### src/rtl/write_sram.sv
// Ingress packet writer: fills free DPRAM blocks beat by beat and emits one descriptor per block.
// Optional WRITE_SRAM_PKT_LEN_EN adds o_pkt_len (saturating written-word count) on the last descriptor.
//
// state | meaning
// ALLOC | requesting a free block, port stalled
// WRITE | block held, beats accepted into {blk, unit_count}
module write_sram #(
   parameter  int AWIDTH      = 14,
   parameter  int BLK_AWIDTH  = 10,
   parameter  int DWIDTH      = 32,
   localparam int UNIT_AWIDTH = AWIDTH - BLK_AWIDTH
) (
   input  logic                   clk,
   input  logic                   rst,
   input  logic                   wr_sop,
   input  logic                   wr_eop,
   input  logic                   wr_vld,
   input  logic [DWIDTH-1:0]      wr_data,
   output logic                   wr_ready,
   output logic                   o_blk_req,
   input  logic [BLK_AWIDTH-1:0]  i_blk_addr,
   input  logic                   i_blk_addr_vld,
   output logic                   o_sram_wr_en,
   output logic [AWIDTH-1:0]      o_sram_wr_addr,
   output logic [DWIDTH-1:0]      o_sram_wr_data,
   output logic                   o_blk_done_vld,
   output logic [AWIDTH-1:0]      o_blk_done_addr,
   output logic                   o_is_first_blk,
   output logic                   o_is_last_blk,
   output logic [UNIT_AWIDTH-1:0] o_last_blk_n,
   output logic [DWIDTH-1:0]      o_phead,
   output logic                   o_phead_vld,
   output logic                   o_drop
`ifdef WRITE_SRAM_PKT_LEN_EN
   ,
   output logic [15:0]            o_pkt_len
`endif
);

   typedef enum logic {ALLOC, WRITE} state_t;

   state_t                 state;
   logic [BLK_AWIDTH-1:0]  blk;
   logic [UNIT_AWIDTH-1:0] unit_count;
   logic                   in_pkt;
   logic                   first_blk;

   logic accept;
   logic beat_start;
   logic beat_ok;
   logic eff_first;
   logic unit_last;

   assign accept     = wr_vld && wr_ready;
   assign beat_start = !in_pkt && wr_sop;
   // A beat is legal when it opens a packet from idle or continues an open one.
   assign beat_ok    = in_pkt ? !wr_sop : wr_sop;
   assign eff_first  = !in_pkt || first_blk;
   assign unit_last  = &unit_count;

`ifdef WRITE_SRAM_PKT_LEN_EN
   logic [15:0] pkt_len_cnt;
   logic [15:0] len_next;

   assign len_next = beat_start ? 16'd1 :
                     (pkt_len_cnt == 16'hFFFF) ? pkt_len_cnt : pkt_len_cnt + 16'd1;
`endif

   always_ff @(posedge clk) begin
      if (rst) begin
         state           <= ALLOC;
         blk             <= '0;
         unit_count      <= '0;
         in_pkt          <= 1'b0;
         first_blk       <= 1'b0;
         wr_ready        <= 1'b0;
         o_blk_req       <= 1'b0;
         o_sram_wr_en    <= 1'b0;
         o_sram_wr_addr  <= '0;
         o_sram_wr_data  <= '0;
         o_blk_done_vld  <= 1'b0;
         o_blk_done_addr <= '0;
         o_is_first_blk  <= 1'b0;
         o_is_last_blk   <= 1'b0;
         o_last_blk_n    <= '0;
         o_phead         <= '0;
         o_phead_vld     <= 1'b0;
         o_drop          <= 1'b0;
`ifdef WRITE_SRAM_PKT_LEN_EN
         pkt_len_cnt     <= '0;
         o_pkt_len       <= '0;
`endif
      end else begin
         o_sram_wr_en    <= 1'b0;
         o_sram_wr_addr  <= '0;
         o_sram_wr_data  <= '0;
         o_blk_done_vld  <= 1'b0;
         o_blk_done_addr <= '0;
         o_is_first_blk  <= 1'b0;
         o_is_last_blk   <= 1'b0;
         o_last_blk_n    <= '0;
         o_phead         <= '0;
         o_phead_vld     <= 1'b0;
         o_drop          <= 1'b0;
`ifdef WRITE_SRAM_PKT_LEN_EN
         o_pkt_len       <= '0;
`endif
         case (state)
            ALLOC: begin
               o_blk_req <= 1'b1;
               wr_ready  <= 1'b0;
               if (i_blk_addr_vld) begin
                  blk        <= i_blk_addr;
                  unit_count <= '0;
                  state      <= WRITE;
                  o_blk_req  <= 1'b0;
                  wr_ready   <= 1'b1;
               end
            end
            WRITE: begin
               o_blk_req <= 1'b0;
               wr_ready  <= 1'b1;
               if (accept) begin
                  if (!beat_ok) begin
                     o_drop <= 1'b1;
                  end else begin
                     o_sram_wr_en   <= 1'b1;
                     o_sram_wr_addr <= {blk, unit_count};
                     o_sram_wr_data <= wr_data;
                     unit_count     <= unit_count + 1'b1;
                     if (beat_start) begin
                        o_phead     <= wr_data;
                        o_phead_vld <= 1'b1;
                     end
`ifdef WRITE_SRAM_PKT_LEN_EN
                     pkt_len_cnt <= len_next;
                     if (wr_eop) o_pkt_len <= len_next;
`endif
                     if (wr_eop || unit_last) begin
                        o_blk_done_vld  <= 1'b1;
                        o_blk_done_addr <= {blk, {UNIT_AWIDTH{1'b0}}};
                        o_is_first_blk  <= eff_first;
                        o_is_last_blk   <= wr_eop;
                        o_last_blk_n    <= wr_eop ? unit_count : {UNIT_AWIDTH{1'b1}};
                        state           <= ALLOC;
                        wr_ready        <= 1'b0;
                        o_blk_req       <= 1'b1;
                        in_pkt          <= !wr_eop;
                        first_blk       <= 1'b0;
                     end else begin
                        in_pkt    <= 1'b1;
                        first_blk <= eff_first;
                     end
                  end
               end
            end
            default: state <= ALLOC;
         endcase
      end
   end

endmodule

### config.mk
export PLATFORM = sky130hd
export DESIGN_NAME = write_sram
export DESIGN_NICKNAME = d
export VERILOG_FILES = /design/src/rtl/write_sram.sv
export SDC_FILE = /design/constraint.sdc
export NUM_CORES = 1
export LEC_CHECK = 0
export ABC_AREA = 1
export CAP_MARGIN = 5
export CORE_ASPECT_RATIO = 1.75
export CORE_MARGIN = 3
export CORE_UTILIZATION = 30
export DETAILED_ROUTE_END_ITERATION = 7
export PLACE_DENSITY = 0.66
export SYNTH_ARGS = -nofsm -noshare
export SYNTH_HDL_FRONTEND = slang
export SYNTH_SLANG_ARGS = --single-unit
### constraint.sdc
create_clock -name clk -period 3.3 [get_ports clk]
set_clock_uncertainty 0.1 [all_clocks]
set_input_delay 0.495 -clock clk [delete_from_list [all_inputs] [get_ports clk]]
set_output_delay 0.495 -clock clk [all_outputs]
set_load 0.005 [all_outputs]
==> results of run 1 <==
-- cell families after synthesis --
| logic type | count (synthesis) | share of synthesized area |
|---|---|---|
| compound gates | 37 | 0.0546 |
| fa+ha+maj | 3 | 0.0111 |
| buf+inv | 72 | 0.0926 |
| flops | 116 | 0.685 |
| other cells | 1 | 0.00111 |
| simple gates | 114 | 0.156 |
-- worst reg2reg max path: cells and delay by family, from the launching register on --
kind / cells / cell delay (ps)
DFF: 1 / 390
adders and majority gates: 1 / 300
buffers and inverters: 4 / 1020
and+or+nand+nor: 3 / 220
-- how the worst max path moves through the flow --
stage                               endpoint  cells past startpoint
2_1_floorplan   o_sram_wr_addr[2]$_SDFF_PP0_                      8
3_3_place_gp   o_sram_wr_data[21]$_SDFF_PP0_                      8
3_5_place_dp   o_sram_wr_data[15]$_SDFF_PP0_                      8
4_1_cts               o_phead_vld$_SDFF_PP0_                      8
5_1_grt        o_sram_wr_data[31]$_SDFF_PP0_                      8
6_report       o_sram_wr_data[12]$_SDFF_PP0_                      8
-- cell type report --
class	count	area, um2
clock buffers	19	443
clock inverters	13	181
fillers	999	5310
inverters	56	210
multi-input cells	158	766
flip-flops and latches	116	2320
well taps	130	163
repair buffers	150	1490
-- metal layers --
| layer | wire, um | GRT usage | share of wire |
|---|---|---|---|
| met1 | 2840 | 0.130 | 0.32 |
| met2 | 5050 | 0.273 | 0.58 |
| met3 | 546 | 0.0452 | 0.063 |
| met4 | 297 | 0.0850 | 0.034 |
| met5 | 0 | 0 | 0 |
-- sequential cells by signal, summed over array words and instances (netlist names), 4 cells and up --
signal,cells
blk,10
unit_count,4
o_last_blk_n,4
o_sram_wr_data,32
o_sram_wr_addr,14
o_phead,32
o_blk_done_addr,10
-- synth_stat cells --
cell and number:
buf_4 4, clkbuf_1 6, dfxtp_1 116, a21oi_1 21, nand3_1 2, ha_1 3, buf_6 1, nor2_4 11
nor2_1 85, nand3_2 1, conb_1 1, buf_12 1, or2_2 1, nand4_1 1, nand2_2 1, inv_2 1
buf_2 4, o21ai_0 16, inv_1 55, nor3_1 1, nand2_1 11
-- where the power goes --
group | internal [mW] | switching (mW)
clock network | 1.28 | 0.622
logic | 0.0922 | 0.0778
registers | 1.43 | 0.00915
total | 2.80 | 0.709
-- per-stage QoR --
step                std cells  hold WS, ps  power [mW]
finish                    642          362        3.51
global route              642          400        3.64
CTS                       642          359        3.56
detailed placement        610          354        1.64
global placement          610          352        1.64
floorplan                 346          336        1.54
-- cell usage in the layout, fill, tap and decap left out --
cell             netlist  layout
or2_2                  1       1
nand4_1                1       1
nor3_1                 1       1
nor2_4                11      11
buf_4                  4       3
inv_2                  1       1
ha_1                   3       3
clkbuf_8               0       1
nor2_1                85      85
inv_6                  0       1
clkinv_2               0       4
clkbuf_16              0      17
nand3_1                2       2
dfxtp_1              116     116
inv_1                 55      55
o21ai_0               16      16
nand2_1               11      11
clkbuf_1               6       1
conb_1                 1       4
bufinv_16              0       4
clkdlybuf4s50_1        0     147
nand2_2                1       1
clkinv_4               0       2
a21oi_1               21      21
clkinvlp_4             0       2
nand3_2                1       1
==> impl_metrics.toml, run 1 <==
[cells_and_area]
final_cell_area_um2 = 5580
drive_gt1_frac = 0.0957
final_util = 0.513
antennaDiodeCount = 0
nNetsFinal = 550
area_growth_pct = 64.5

[die]
fp.dieH_um = 147
dieArea_um2 = 12700
io-pin-count = 152
rows = 50
initial_utilization = 0.311
die_x_um = 86.4
coreArea_um2 = 10900

[outcome]
status = "complete, no violations"

[sta]
rsz0062_at_grt = "false"
finalCritPeriodShare = 0.673
final_hold_viol_count = 0
slew-limit-headroom = 0.503
slew_violations = 0
final-setup-viol-count = 0
worstMarginPinSlew_ps = 744
final.setup.tns_ps = 0
fin_crit_ps = 2220
worst_slack_ps = 1080
fmax_mhz = 450

[logic_synthesis]
ys_types = 21
yosys.area.top_type = "dfxtp_1"
syn_avg_cell_area_um2 = 9.89
synth_seq_cells = 116
netlist_instances = 343
ys_top_cells_by_area = "dfxtp_1 (68%), nor2_1 (9.4%), inv_1 (6.1%), nor2_4 (3.7%), a21oi_1 (3.1%)"
syn_area_um2 = 3390
yosys_warnings = 0
ys_seq_area_frac = 0.685
synth.top_cell.area_share = 0.685

[placed_design]
portBuffers = 147
placed_area_um2 = 4950
hpwl_um = 6520
place_congestion = 0.759
post-place-ws_ps = 646

[worst_setup_path]
r2r_end = "o_sram_wr_data[12]$_SDFF_PP0_"
crit_path_max_incr_delay_ps = 550
crit_path_end_kind = "flip-flop"
rrSetupSlack_ps = 1150
critPathKind = "in2reg"
path_buf_inv = 4
cp_slowest_cell = "inv_2"
cp_top_family = "buffers and inverters"
crit_start = "wr_sop"
start_kind = "input port"
reg2reg_depth = 8
crit_required_ps = 3480
cp.arrival_ps = 2400
cp_max_fo = 23
r2r_start = "in_pkt$_SDFFE_PP0P_"
crit_chain = "clkdlybuf4s50_1, ha_1, inv_1, nand3_2, nor2_4, inv_2, buf_4, nor2_1"

[detailed_routing]
drt-pass1-iter-count = 4
num_vias = 2674
detail-route-antenna-nets = 0
drt_iter0_drc = 66
drcViolationCount = 0
via_per_inst = 4.17
wirelength_um = 8730
wire_per_inst_um = 13.6

[clocking]
ctsResizeCount = 0
hold_buffers = 0
clkSlewWorstSetupHoldPaths_ps = 50
insertion_delay_ps = 400
cts_root_buf = "clkbuf_16"
post-cts-setup-buffer-count = 0
htree_levels = 4
clockBufferDepth = 2
cts_made_buffers = 17
cts.sinks = 116
cts_tree = "yes"

[global_route]
grt_max_degree = 33
grt_pass1_vias = 2867
grt_antenna_before_repair = 0
grt_pass1_wl_um = 13900
grt_use_total = 0.145
grt_overflow_total = 0

[power_and_ir_drop]
p_per_area_nw_per_um2 = 629
peakVddDrop_uv = 443
p_leak_nw = 2.32

[min_path]
hold_path.class = "reg2reg"
whs_path_depth = 2
hold_path_end = "o_sram_wr_addr[10]$_SDFF_PP0_"
min_from = "blk[6]$_SDFFE_PP0P_"

[job]
maxCapViolations = 0
Note: power is estimated with default switching activity, not from simulation.
==> inputs of run 2 (changes only) <==
==> constraint.sdc (replaced) <==
create_clock -name clk -period 2.2 [get_ports clk]
set_clock_uncertainty 0.1 [all_clocks]
set_input_delay 0.33 -clock clk [delete_from_list [all_inputs] [get_ports clk]]
set_output_delay 0.33 -clock clk [all_outputs]
set_load 0.005 [all_outputs]
==> run 2 against run 1 <==
Compared with the run above:
- register-to-register slack got worse by 720 ps
- critical path depth shrank 7
- combinational power increased by 52%
- cell count is 0.31% higher
- critical endpoint is now wr_ready
- utilization is 0.85 points higher
- design area up 1.7%
- sequential share of layout area is 0.68 points lower
- count of clock-buffer cells in the layout shrank 2
==> impl_metrics.toml, run 2 (synthesis gave the netlist of run 1 again) <==
[global_route]
grt_antenna_before_repair = 1
grt_overflow_total = 0
grt_max_degree = 33
grt_pass1_wl_um = 13900
grt_pass1_vias = 2789
grt_use_total = 0.145

[clocking]
cts_tree = "yes"
cts.sinks = 116
clkSlewWorstSetupHoldPaths_ps = 60
ctsResizeCount = 0
cts_root_buf = "clkbuf_16"
post-cts-setup-buffer-count = 0
htree_levels = 4
cts_made_buffers = 17
clockBufferDepth = 2
hold_buffers = 0
insertion_delay_ps = 400

[sta]
finalCritPeriodShare = 0.824
fmax_mhz = 552
final.setup.tns_ps = 0
rsz0062_at_grt = "false"
final_hold_viol_count = 0
final-setup-viol-count = 0
fin_crit_ps = 1810
slew_violations = 0
fin_hold_ws_ps = 368

[min_path]
hold_path_end = "o_blk_done_addr[13]$_SDFF_PP0_"
whs_path_depth = 2
min_from = "blk[9]$_SDFFE_PP0P_"
hold_path.class = "reg2reg"

[worst_setup_path]
path_buf_inv = 1
critPathKind = "reg2out"
cp_slowest_cell = "clkdlybuf4s50_1"
crit_required_ps = 1770
cp_max_fo = 6
crit_path_max_incr_delay_ps = 560
crit_path_end_kind = "output pin"
cp_top_family = "buffers and inverters"
rrSetupSlack_ps = 430
start_kind = "flip-flop"
r2r_start = "in_pkt$_SDFFE_PP0P_"
reg2reg_depth = 7
cp.arrival_ps = 1380
crit_chain = "clkdlybuf4s50_1"
r2r_end = "o_last_blk_n[1]$_SDFF_PP0_"

[power_and_ir_drop]
seq_power_share = 0.390
switchingPower_mw = 1.11
p_sw_frac = 0.201
p_leak_nw = 2.36
p_per_area_nw_per_um2 = 976
clkPwrFrac = 0.564
combPwrFrac = 0.047
cell_internal_pwr_mw = 4.42
peakVddDrop_uv = 941

[detailed_routing]
wirelength_um = 8780
via_per_inst = 4.18
drt-pass1-iter-count = 4
drt_iter0_drc = 59
wire_per_inst_um = 13.6
detail-route-antenna-nets = 0
drcViolationCount = 0
num_vias = 2689

[cells_and_area]
register_area_um2 = 2320
layout_common_cells = "clkdlybuf4s50_1 (147), dfxtp_1 (116), nor2_1 (85)"
antennaDiodeCount = 0
reg_top3 = "o_phead (32), o_sram_wr_data (32), o_sram_wr_addr (14)"
nNetsFinal = 552
drive_gt1_frac = 0.101
nFillCells = 1009
area_growth_pct = 67.3
mostFrequentLayoutCell = "clkdlybuf4s50_1"
multi_input_comb_area_um2 = 766
final_cells = 644

[outcome]
status = "complete, no violations"

[die]
dieArea_um2 = 12700
initial_utilization = 0.311
io-pin-count = 152
die_x_um = 86.4
coreArea_um2 = 10900
fp.dieH_um = 147
rows = 50

[placed_design]
portBuffers = 147
hpwl_um = 6440
place_congestion = 0.732
placed_cells = 612

[job]
maxCapViolations = 0
-- run 2: cell count changes in the layout (fill, tap and decap cells not counted), sizes merged --
| cell | previous run | this run |
|---|---|---|
| clkinvlp | 2 | 3 |
| clkbuf | 19 | 17 |
| clkinv | 6 | 3 |
| buf | 3 | 5 |
| inv | 57 | 59 |
| bufinv | 4 | 6 |
-- run 2: per-layer routing --
layer	routed length (um)	track usage
met1	2940	0.133
met4	366	0.0897
met5	13	0
met2	4890	0.268
met3	575	0.0429
-- run 2: cell type report --
type,count,area share
Multi-Input combinational cell,158,0.135
Tap cell,130,0.0287
Sequential cell,116,0.409
Inverter,56,0.0371
Timing Repair Buffer,152,0.270
Clock inverter,15,0.0443
Clock buffer,17,0.0750
-- run 2: power groups by stage --
stage | Combinational [mW] | Clock, mW | Sequential (mW)
finish | 0.259 | 3.12 | 2.16
global route | 0.286 | 3.28 | 2.16
CTS | 0.263 | 3.18 | 2.16
detailed placement | 0.260 | 0 | 2.20
global placement | 0.256 | 0 | 2.20
floorplan | 0.101 | 0 | 2.20
-- run 2: worst max-delay path by stage --
stage	start	endpoint	slack [ps]	depth (start not counted)
2_1_floorplan	in_pkt$_SDFFE_PP0P_	o_sram_wr_addr[2]$_SDFF_PP0_	650	9
6_report	state$_SDFF_PP0_	wr_ready	390	1
5_1_grt	in_pkt$_SDFFE_PP0P_	o_last_blk_n[1]$_SDFF_PP0_	300	7
3_3_place_gp	wr_sop	in_pkt$_SDFFE_PP0P_	200	8
4_1_cts	state$_SDFF_PP0_	wr_ready	350	1
3_5_place_dp	wr_sop	o_last_blk_n[1]$_SDFF_PP0_	130	7
-- run 2: stage by stage --
step	utilization	area (um2)	worst slack [ps]	power, mW
floorplan	-	3400	647	2.30
global placement	0.459	4990	197	2.46
detailed placement	0.459	4990	133	2.46
CTS	0.521	5670	354	5.60
global route	0.521	5670	303	5.73
finish	0.521	5670	388	5.53
